## config.mk

```make
export PLATFORM = sky130hd
export DESIGN_NAME = udp_tx_sched
export DESIGN_NICKNAME = d
export VERILOG_FILES = /design/src/rtl/udp_tx_sched.sv
export SDC_FILE = /design/constraint.sdc
export NUM_CORES = 1
export LEC_CHECK = 0
export CORE_AREA = 2 2 83 125
export CTS_BUF_LIST = sky130_fd_sc_hd__clkbuf_4 sky130_fd_sc_hd__clkbuf_8 sky130_fd_sc_hd__clkbuf_16
export DETAILED_ROUTE_END_ITERATION = 6
export DIE_AREA = 0 0 85 127
export PLACE_DENSITY = 0.82
export SYNTH_ARGS = -nofsm -noshare
export SYNTH_HDL_FRONTEND = slang
export SYNTH_SLANG_ARGS = --single-unit
```

## constraint.sdc

```tcl
create_clock -name clk -period 3.4 [get_ports clk]
set_clock_uncertainty 0.1 [all_clocks]
set_input_delay 1.02 -clock clk [delete_from_list [all_inputs] [get_ports clk]]
set_output_delay 1.02 -clock clk [all_outputs]
set_load 0.02 [all_outputs]
```

## src/rtl/udp_tx_sched.sv

```systemverilog
// UDP transmit burst scheduler.
// Per packet: header request/ack, then a payload read-address stream gated by
// downstream ready, then an inter-packet gap. Length, start address and packet
// count are captured when a burst is accepted, so later input changes cannot
// disturb a burst in flight.
module udp_tx_sched #(
    parameter int AW         = 16,
    parameter int IPG_CYCLES = 12,
    parameter int MAX_LEN    = 2000
) (
    input  logic          clk,
    input  logic          rst_n,
    input  logic          i_enable,
    input  logic          i_trig,
    input  logic [15:0]   i_pkt_cnt,
    input  logic [15:0]   i_udp_pkt_len,
    input  logic [15:0]   i_udp_start_addr,
    output logic          o_hdr_req,
    input  logic          i_hdr_ack,
    output logic [15:0]   o_pay_len,
    output logic          o_rd_en,
    output logic [AW-1:0] o_rd_addr,
    output logic          o_rd_last,
    input  logic          i_tx_ready,
    output logic          o_busy,
    output logic          o_done,
    output logic          o_err
);

    typedef enum logic [1:0] {IDLE, HDR, PAY, GAP} state_t;

    state_t        state;
    logic [15:0]   pkt_rem;   // packets still to send, including the current one
    logic [15:0]   wcnt;      // payload words left in the current packet
    logic [15:0]   gap_cnt;
    logic [AW-1:0] addr;      // runs contiguously across all packets of a burst
    logic [15:0]   len_clamp;
    logic [16:0]   len_rnd;
    logic [15:0]   words;

    assign len_clamp = (i_udp_pkt_len > 16'(MAX_LEN)) ? 16'(MAX_LEN) : i_udp_pkt_len;
    // o_pay_len doubles as the length shadow; round bytes up to whole words
    assign len_rnd   = {1'b0, o_pay_len} + 17'd3;
    assign words     = {1'b0, len_rnd[16:2]};

    // Payload beats follow downstream ready directly so stalls cost no cycles
    assign o_rd_en   = (state == PAY) && i_tx_ready;
    assign o_rd_last = o_rd_en && (wcnt == 16'd1);
    assign o_rd_addr = addr;
    assign o_busy    = (state != IDLE);

    // Burst sequencing, parameter shadowing and registered handshake/status outputs
    always_ff @(posedge clk or negedge rst_n) begin
        if (!rst_n) begin
            state     <= IDLE;
            pkt_rem   <= '0;
            wcnt      <= '0;
            gap_cnt   <= '0;
            addr      <= '0;
            o_pay_len <= '0;
            o_hdr_req <= 1'b0;
            o_done    <= 1'b0;
            o_err     <= 1'b0;
        end else begin
            o_done <= 1'b0;
            o_err  <= 1'b0;
            // A trigger while a burst runs is refused but never disturbs it
            if (i_trig && state != IDLE)
                o_err <= 1'b1;
            case (state)
                IDLE: begin
                    if (i_trig && i_enable) begin
                        if (i_udp_pkt_len == 16'd0) begin
                            o_err <= 1'b1;
                        end else begin
                            o_pay_len <= len_clamp;
                            addr      <= i_udp_start_addr[AW-1:0];
                            pkt_rem   <= (i_pkt_cnt == 16'd0) ? 16'd1 : i_pkt_cnt;
                            o_hdr_req <= 1'b1;
                            state     <= HDR;
                        end
                    end
                end
                HDR: begin
                    if (i_hdr_ack) begin
                        o_hdr_req <= 1'b0;
                        wcnt      <= words;
                        state     <= PAY;
                    end
                end
                PAY: begin
                    if (o_rd_en) begin
                        addr <= addr + 1'b1;
                        wcnt <= wcnt - 16'd1;
                        if (wcnt == 16'd1) begin
                            pkt_rem <= pkt_rem - 16'd1;
                            // Enable is only honoured at packet boundaries
                            if (pkt_rem > 16'd1 && i_enable) begin
                                gap_cnt <= 16'(IPG_CYCLES - 1);
                                state   <= GAP;
                            end else begin
                                o_done <= 1'b1;
                                state  <= IDLE;
                            end
                        end
                    end
                end
                GAP: begin
                    if (!i_enable) begin
                        o_done <= 1'b1;
                        state  <= IDLE;
                    end else if (gap_cnt == 16'd0) begin
                        o_hdr_req <= 1'b1;
                        state     <= HDR;
                    end else begin
                        gap_cnt <= gap_cnt - 16'd1;
                    end
                end
                default: state <= IDLE;
            endcase
        end
    end

endmodule

```

==> flow_summary.html <==
<table>
<tr><th>Metric</th><th>Value</th></tr>
<tr><th colspan="2">Status</th></tr>
<tr><td>Outcome</td><td>complete, no violations</td></tr>
<tr><th colspan="2">Timing</th></tr>
<tr><td>Relative slew slack</td><td>46.2%</td></tr>
<tr><td>Max-slew violation count</td><td>0</td></tr>
<tr><td>Final hold violations</td><td>0</td></tr>
<tr><td>Measured slew at the worst slew-check pin</td><td>0.806 ns</td></tr>
<tr><td>Final Worst Setup Slack</td><td>0.110 ns</td></tr>
<tr><td>Accumulated negative setup slack</td><td>0 ns</td></tr>
<tr><td>Highest achievable clock rate</td><td>304 MHz</td></tr>
<tr><td>Final setup violation count</td><td>0</td></tr>
<tr><td>Setup repair after global routing missed its margin</td><td>false</td></tr>
<tr><td>Final Critical Period</td><td>3.29 ns</td></tr>
<tr><td>Final cycle utilization of the critical path</td><td>just under 100%</td></tr>
<tr><th colspan="2">Power and ir drop</th></tr>
<tr><td>Reg power frac</td><td>35.8%</td></tr>
<tr><td>Worst IR drop on VDD</td><td>between 500 and 600 uV</td></tr>
<tr><td>Clk pwr share</td><td>between 10% and 20%</td></tr>
<tr><td>Power spent charging and discharging nets</td><td>approximately 2300 uW</td></tr>
<tr><td>Power per cell area</td><td>around 820 nW/um2</td></tr>
<tr><td>Leakage</td><td>0.00267 uW</td></tr>
<tr><td>Switching share of power</td><td>42.1%</td></tr>
<tr><td>Comb pwr share</td><td>44.8%</td></tr>
<tr><td>Cell-internal power</td><td>~3200 uW</td></tr>
<tr><th colspan="2">Logic synthesis</th></tr>
<tr><td>Main combinational cell family by area after synthesis</td><td>simple AND/OR/NAND/NOR gates</td></tr>
<tr><td>Synth Instances</td><td>589</td></tr>
<tr><td>Post-synthesis share of cell area spent on and, or, nand and nor gates</td><td>26.8%</td></tr>
<tr><td>Post-Synthesis Net Count</td><td>649</td></tr>
<tr><td>Share of synthesized cell area in full adder, half adder and majority cells</td><td>roughly 1.4%</td></tr>
<tr><td>Sequential-to-total area share from yosys stat</td><td>40.2%</td></tr>
<tr><td>Async set-reset flop share out of synthesis</td><td>100%</td></tr>
<tr><td>Most instantiated flip-flop cell in the synthesis netlist</td><td>sky130_fd_sc_hd__dfrtp_1</td></tr>
<tr><td>Syn. warnings</td><td>0</td></tr>
<tr><td>Netlist area before placement</td><td>about 5300 um2</td></tr>
<tr><td>Total of flip-flops plus latches after synthesis</td><td>85</td></tr>
<tr><td>Post-synthesis xor/xnor area fraction</td><td>4.14%</td></tr>
<tr><td>Cell variety after synth</td><td>79</td></tr>
<tr><td>Complex-gate fraction of the synthesized area</td><td>between 20% and 30%</td></tr>
<tr><td>Syn_area_per_cell</td><td>8.99 um2</td></tr>
<tr><td>EDFF count, synth</td><td>0</td></tr>
<tr><td>Multiplexer fraction of the synthesized cell area</td><td>0.567%</td></tr>
<tr><th colspan="2">Drt</th></tr>
<tr><td>Detailed-route DRC error count</td><td>0</td></tr>
<tr><td>Post-DRT Antenna Nets</td><td>0</td></tr>
<tr><td>Routed WL</td><td>14400 um</td></tr>
<tr><td>DR WL/cell</td><td>~18 um</td></tr>
<tr><td>Per-cell via count in the routed design</td><td>roughly 6.5</td></tr>
<tr><td>Number of DRC violations after detailed-routing iteration 0</td><td>370</td></tr>
<tr><td>Vias post-DR</td><td>5178</td></tr>
<tr><td>First-pass iteration count of the detailed router</td><td>5</td></tr>
<tr><th colspan="2">Clock network</th></tr>
<tr><td>Worst-skew pair later-pin latency</td><td>0.34 ns</td></tr>
<tr><td>Post-cts repair resize count</td><td>2</td></tr>
<tr><td>Buffers inserted during post-CTS setup optimization</td><td>0</td></tr>
<tr><td>H-tree levels</td><td>3</td></tr>
<tr><td>Clock transition at the registers of the reported paths</td><td>0.06 ns</td></tr>
<tr><td>Num Clock Sinks</td><td>between 80 and 90</td></tr>
<tr><td>Clock tree root buffer cell</td><td>sky130_fd_sc_hd__clkbuf_16</td></tr>
<tr><td>CTS tree</td><td>yes</td></tr>
<tr><td>Number of buffers inserted by hold repair at cts</td><td>0</td></tr>
<tr><td>Number of buffers inserted during clock tree synthesis</td><td>9</td></tr>
<tr><td>Maximum count of clock buffers along a single path</td><td>2</td></tr>
<tr><th colspan="2">Critical path</th></tr>
<tr><td>Max Fanout on Critical Path</td><td>4</td></tr>
<tr><td>Reg-to-reg critical path endpoint</td><td>wcnt[8]</td></tr>
<tr><td>Setup Crit Path Kind</td><td>in -&gt; out</td></tr>
<tr><td>Minimum setup slack among reg-to-reg paths</td><td>0.91 ns</td></tr>
<tr><td>Launch point of the worst reg-to-reg path</td><td>wcnt[0]</td></tr>
<tr><td>Data required time at the worst endpoint</td><td>about 2.3 ns</td></tr>
<tr><td>Element type at the critical path start</td><td>input pin</td></tr>
<tr><td>Number of cells traversed by the worst register-to-register path</td><td>7</td></tr>
<tr><td>Arrival time of the worst setup path</td><td>2.17 ns</td></tr>
<tr><td>Category of the worst setup path capture point</td><td>output port</td></tr>
<tr><th colspan="2">Layout</th></tr>
<tr><td>Synthesis-to-layout area growth</td><td>26.5%</td></tr>
<tr><td>Fraction of final layout cells with drive strength greater than 1</td><td>10.1%</td></tr>
<tr><td>Most frequent standard cell in the layout excluding fill and tap cells</td><td>sky130_fd_sc_hd__clkdlybuf4s50_1</td></tr>
<tr><td># diodes</td><td>0</td></tr>
<tr><td>Leading cell types in the layout, fill and taps excluded</td><td>88 x sky130_fd_sc_hd__clkdlybuf4s50_1, 85 x sky130_fd_sc_hd__dfrtp_1, 69 x sky130_fd_sc_hd__nor2_1</td></tr>
<tr><td>Total of fill cells in the finished design</td><td>731</td></tr>
<tr><td>Final standard cell area without fillers</td><td>~6700 um2</td></tr>
<tr><td>Finished Layout Cells</td><td>801</td></tr>
<tr><td>Layout Nets</td><td>742</td></tr>
<tr><th colspan="2">Global route</th></tr>
<tr><td>Number of antenna violations at the first check in global routing</td><td>0</td></tr>
<tr><td>Number of global-route vias before repair</td><td>just over 5000</td></tr>
<tr><td>GRT overflow</td><td>0</td></tr>
<tr><td>Global-route wire length before repair</td><td>23600 um</td></tr>
<tr><td>Pin count of the biggest net entering global routing</td><td>53</td></tr>
<tr><td>Global routing usage summed across all routing layers</td><td>26.7%</td></tr>
<tr><th colspan="2">Worst hold path</th></tr>
<tr><td>Worst hold path endpoint</td><td>gap_cnt[1]</td></tr>
<tr><td>Worst hold path type</td><td>reg -&gt; reg</td></tr>
<tr><td>Beginning of the worst hold path</td><td>gap_cnt[1]</td></tr>
<tr><td>Depth of the worst hold-timing path</td><td>1</td></tr>
<tr><th colspan="2">Die</th></tr>
<tr><td>Total Die Area</td><td>10800 um2</td></tr>
<tr><td>Starting utilization of the core area</td><td>54.9%</td></tr>
<tr><td>Chip height</td><td>127 um</td></tr>
<tr><td>Die width</td><td>85 um</td></tr>
<tr><td>Core outline area</td><td>9630 um2</td></tr>
<tr><td>I/O pin total</td><td>92</td></tr>
<tr><td>Site Rows</td><td>44</td></tr>
<tr><th colspan="2">Job</th></tr>
<tr><td>Number of maximum-capacitance constraint violations</td><td>0</td></tr>
<tr><th colspan="2">Placement</th></tr>
<tr><td>Number of buffers added on ports</td><td>91</td></tr>
<tr><td>Placement-stage cell area</td><td>6380 um2</td></tr>
<tr><td>Number of placed instances, taps included</td><td>786</td></tr>
<tr><td>Final Wtd Congestion</td><td>0.892</td></tr>
<tr><td>Half-perimeter wire length after detailed placement</td><td>10100 um</td></tr>
<tr><td>Setup WS pre-CTS</td><td>-0.167 ns</td></tr>
</table>
-- logic make-up (layout without fill, tap and decap cells) --
kind of cell    count (synthesis)  after routing
buf+inv                        47            144
flops                          85             85
compound gates                169            169
mux                             3              3
simple gates                  254            254
xor+xnor                       25             25
fa+ha+maj                       6              6
-- cell usage after synthesis, drive strengths merged (3+ instances only) --
master,count,area share [%]
o2bb2ai,6,0.99
mux2i,3,0.57
nand2,46,3.3
a32o,7,1.3
buf,13,1.9
nand4,13,1.8
o21ai,41,3.9
o22ai,6,0.83
or2,5,0.59
a211o,4,0.69
inv,17,1.2
nor3,15,1.5
a211oi,4,0.57
dfrtp,85,40
o211ai,3,0.43
a21oi,39,4.0
and3,6,0.71
nand2b,6,0.71
a22o,3,0.50
nor4,27,4.7
clkbuf,17,1.2
nor2,70,5.0
or4,14,2.3
o22a,3,0.50
xnor2,8,1.3
a21o,6,0.85
a31oi,9,1.1
ha,6,1.4
and2,6,0.71
o21a,3,0.43
a22oi,4,0.57
o32a,3,0.57
nand3,26,2.6
nand3b,3,0.50
a221oi,3,0.61
xor2,17,2.8
or3,4,0.47
nand4b,4,0.66
-- worst max-delay path by stage --
stage                          start  slack, ns        end
after global placement    i_tx_ready      -0.15  o_rd_last
final                     i_tx_ready       0.11  o_rd_last
after global routing        wcnt[13]       0.02  o_rd_last
after detailed placement  i_tx_ready      -0.17  o_rd_last
after floorplan              wcnt[6]       0.66  o_rd_last
after CTS                   wcnt[13]       0.09  o_rd_last
-- stage by stage --
step / total power [uW] / util, % / hold WS (ns)
floorplan: 3530 / - / 0.390
global placement: 4260 / 66.2 / 0.404
detailed placement: 4380 / 66.2 / 0.419
CTS: 5470 / 69.5 / 0.433
global route: 5850 / 69.5 / 0.460
finish: 5490 / 69.5 / 0.438
-- critical path, stage by stage --
cell,delay [ns]
sky130_fd_sc_hd__clkdlybuf4s50_1,0.49
sky130_fd_sc_hd__nand3b_2,0.14
sky130_fd_sc_hd__nor2_1,0.13
sky130_fd_sc_hd__dlygate4sd2_1,0.38
-- registers in the layout (all words and copies together), names as in the netlist --
register	cells
o_hdr_req	1
wcnt	16
o_pay_len	16
gap_cnt	16
pkt_rem	16
o_err	1
o_done	1
o_rd_addr	16
state	2
-- per-layer routing --
layer | wire length [um] | vias up | track usage [%]
li1 | - | 2397 | -
met5 | 0 | - | 0
met3 | 813 | 36 | 4.13
met1 | 5700 | 2528 | 32.0
met4 | 408 | 0 | 12.6
met2 | 7440 | 217 | 46.6
-- power by group through the flow --
stage / registers [uW] / logic [uW] / clock network, uW
2_1_floorplan: 1970 / 1560 / 0
3_3_place_gp: 1920 / 2340 / 0
3_5_place_dp: 1950 / 2430 / 0
5_1_grt: 2030 / 2700 / 1120
6_report: 1960 / 2460 / 1070
4_1_cts: 1940 / 2450 / 1080
-- layout make-up --
type	instances	area, um2	area share (%)
clock buffer	11	246	3.68
clock inverter	4	72.6	1.08
inverter	17	63.8	0.953
multi-input combinational	457	2940	43.9
sequential	85	2130	31.8
tap	115	144	2.15
timing repair buffer	112	1100	16.4
Note: power is estimated with default switching activity, not from simulation.
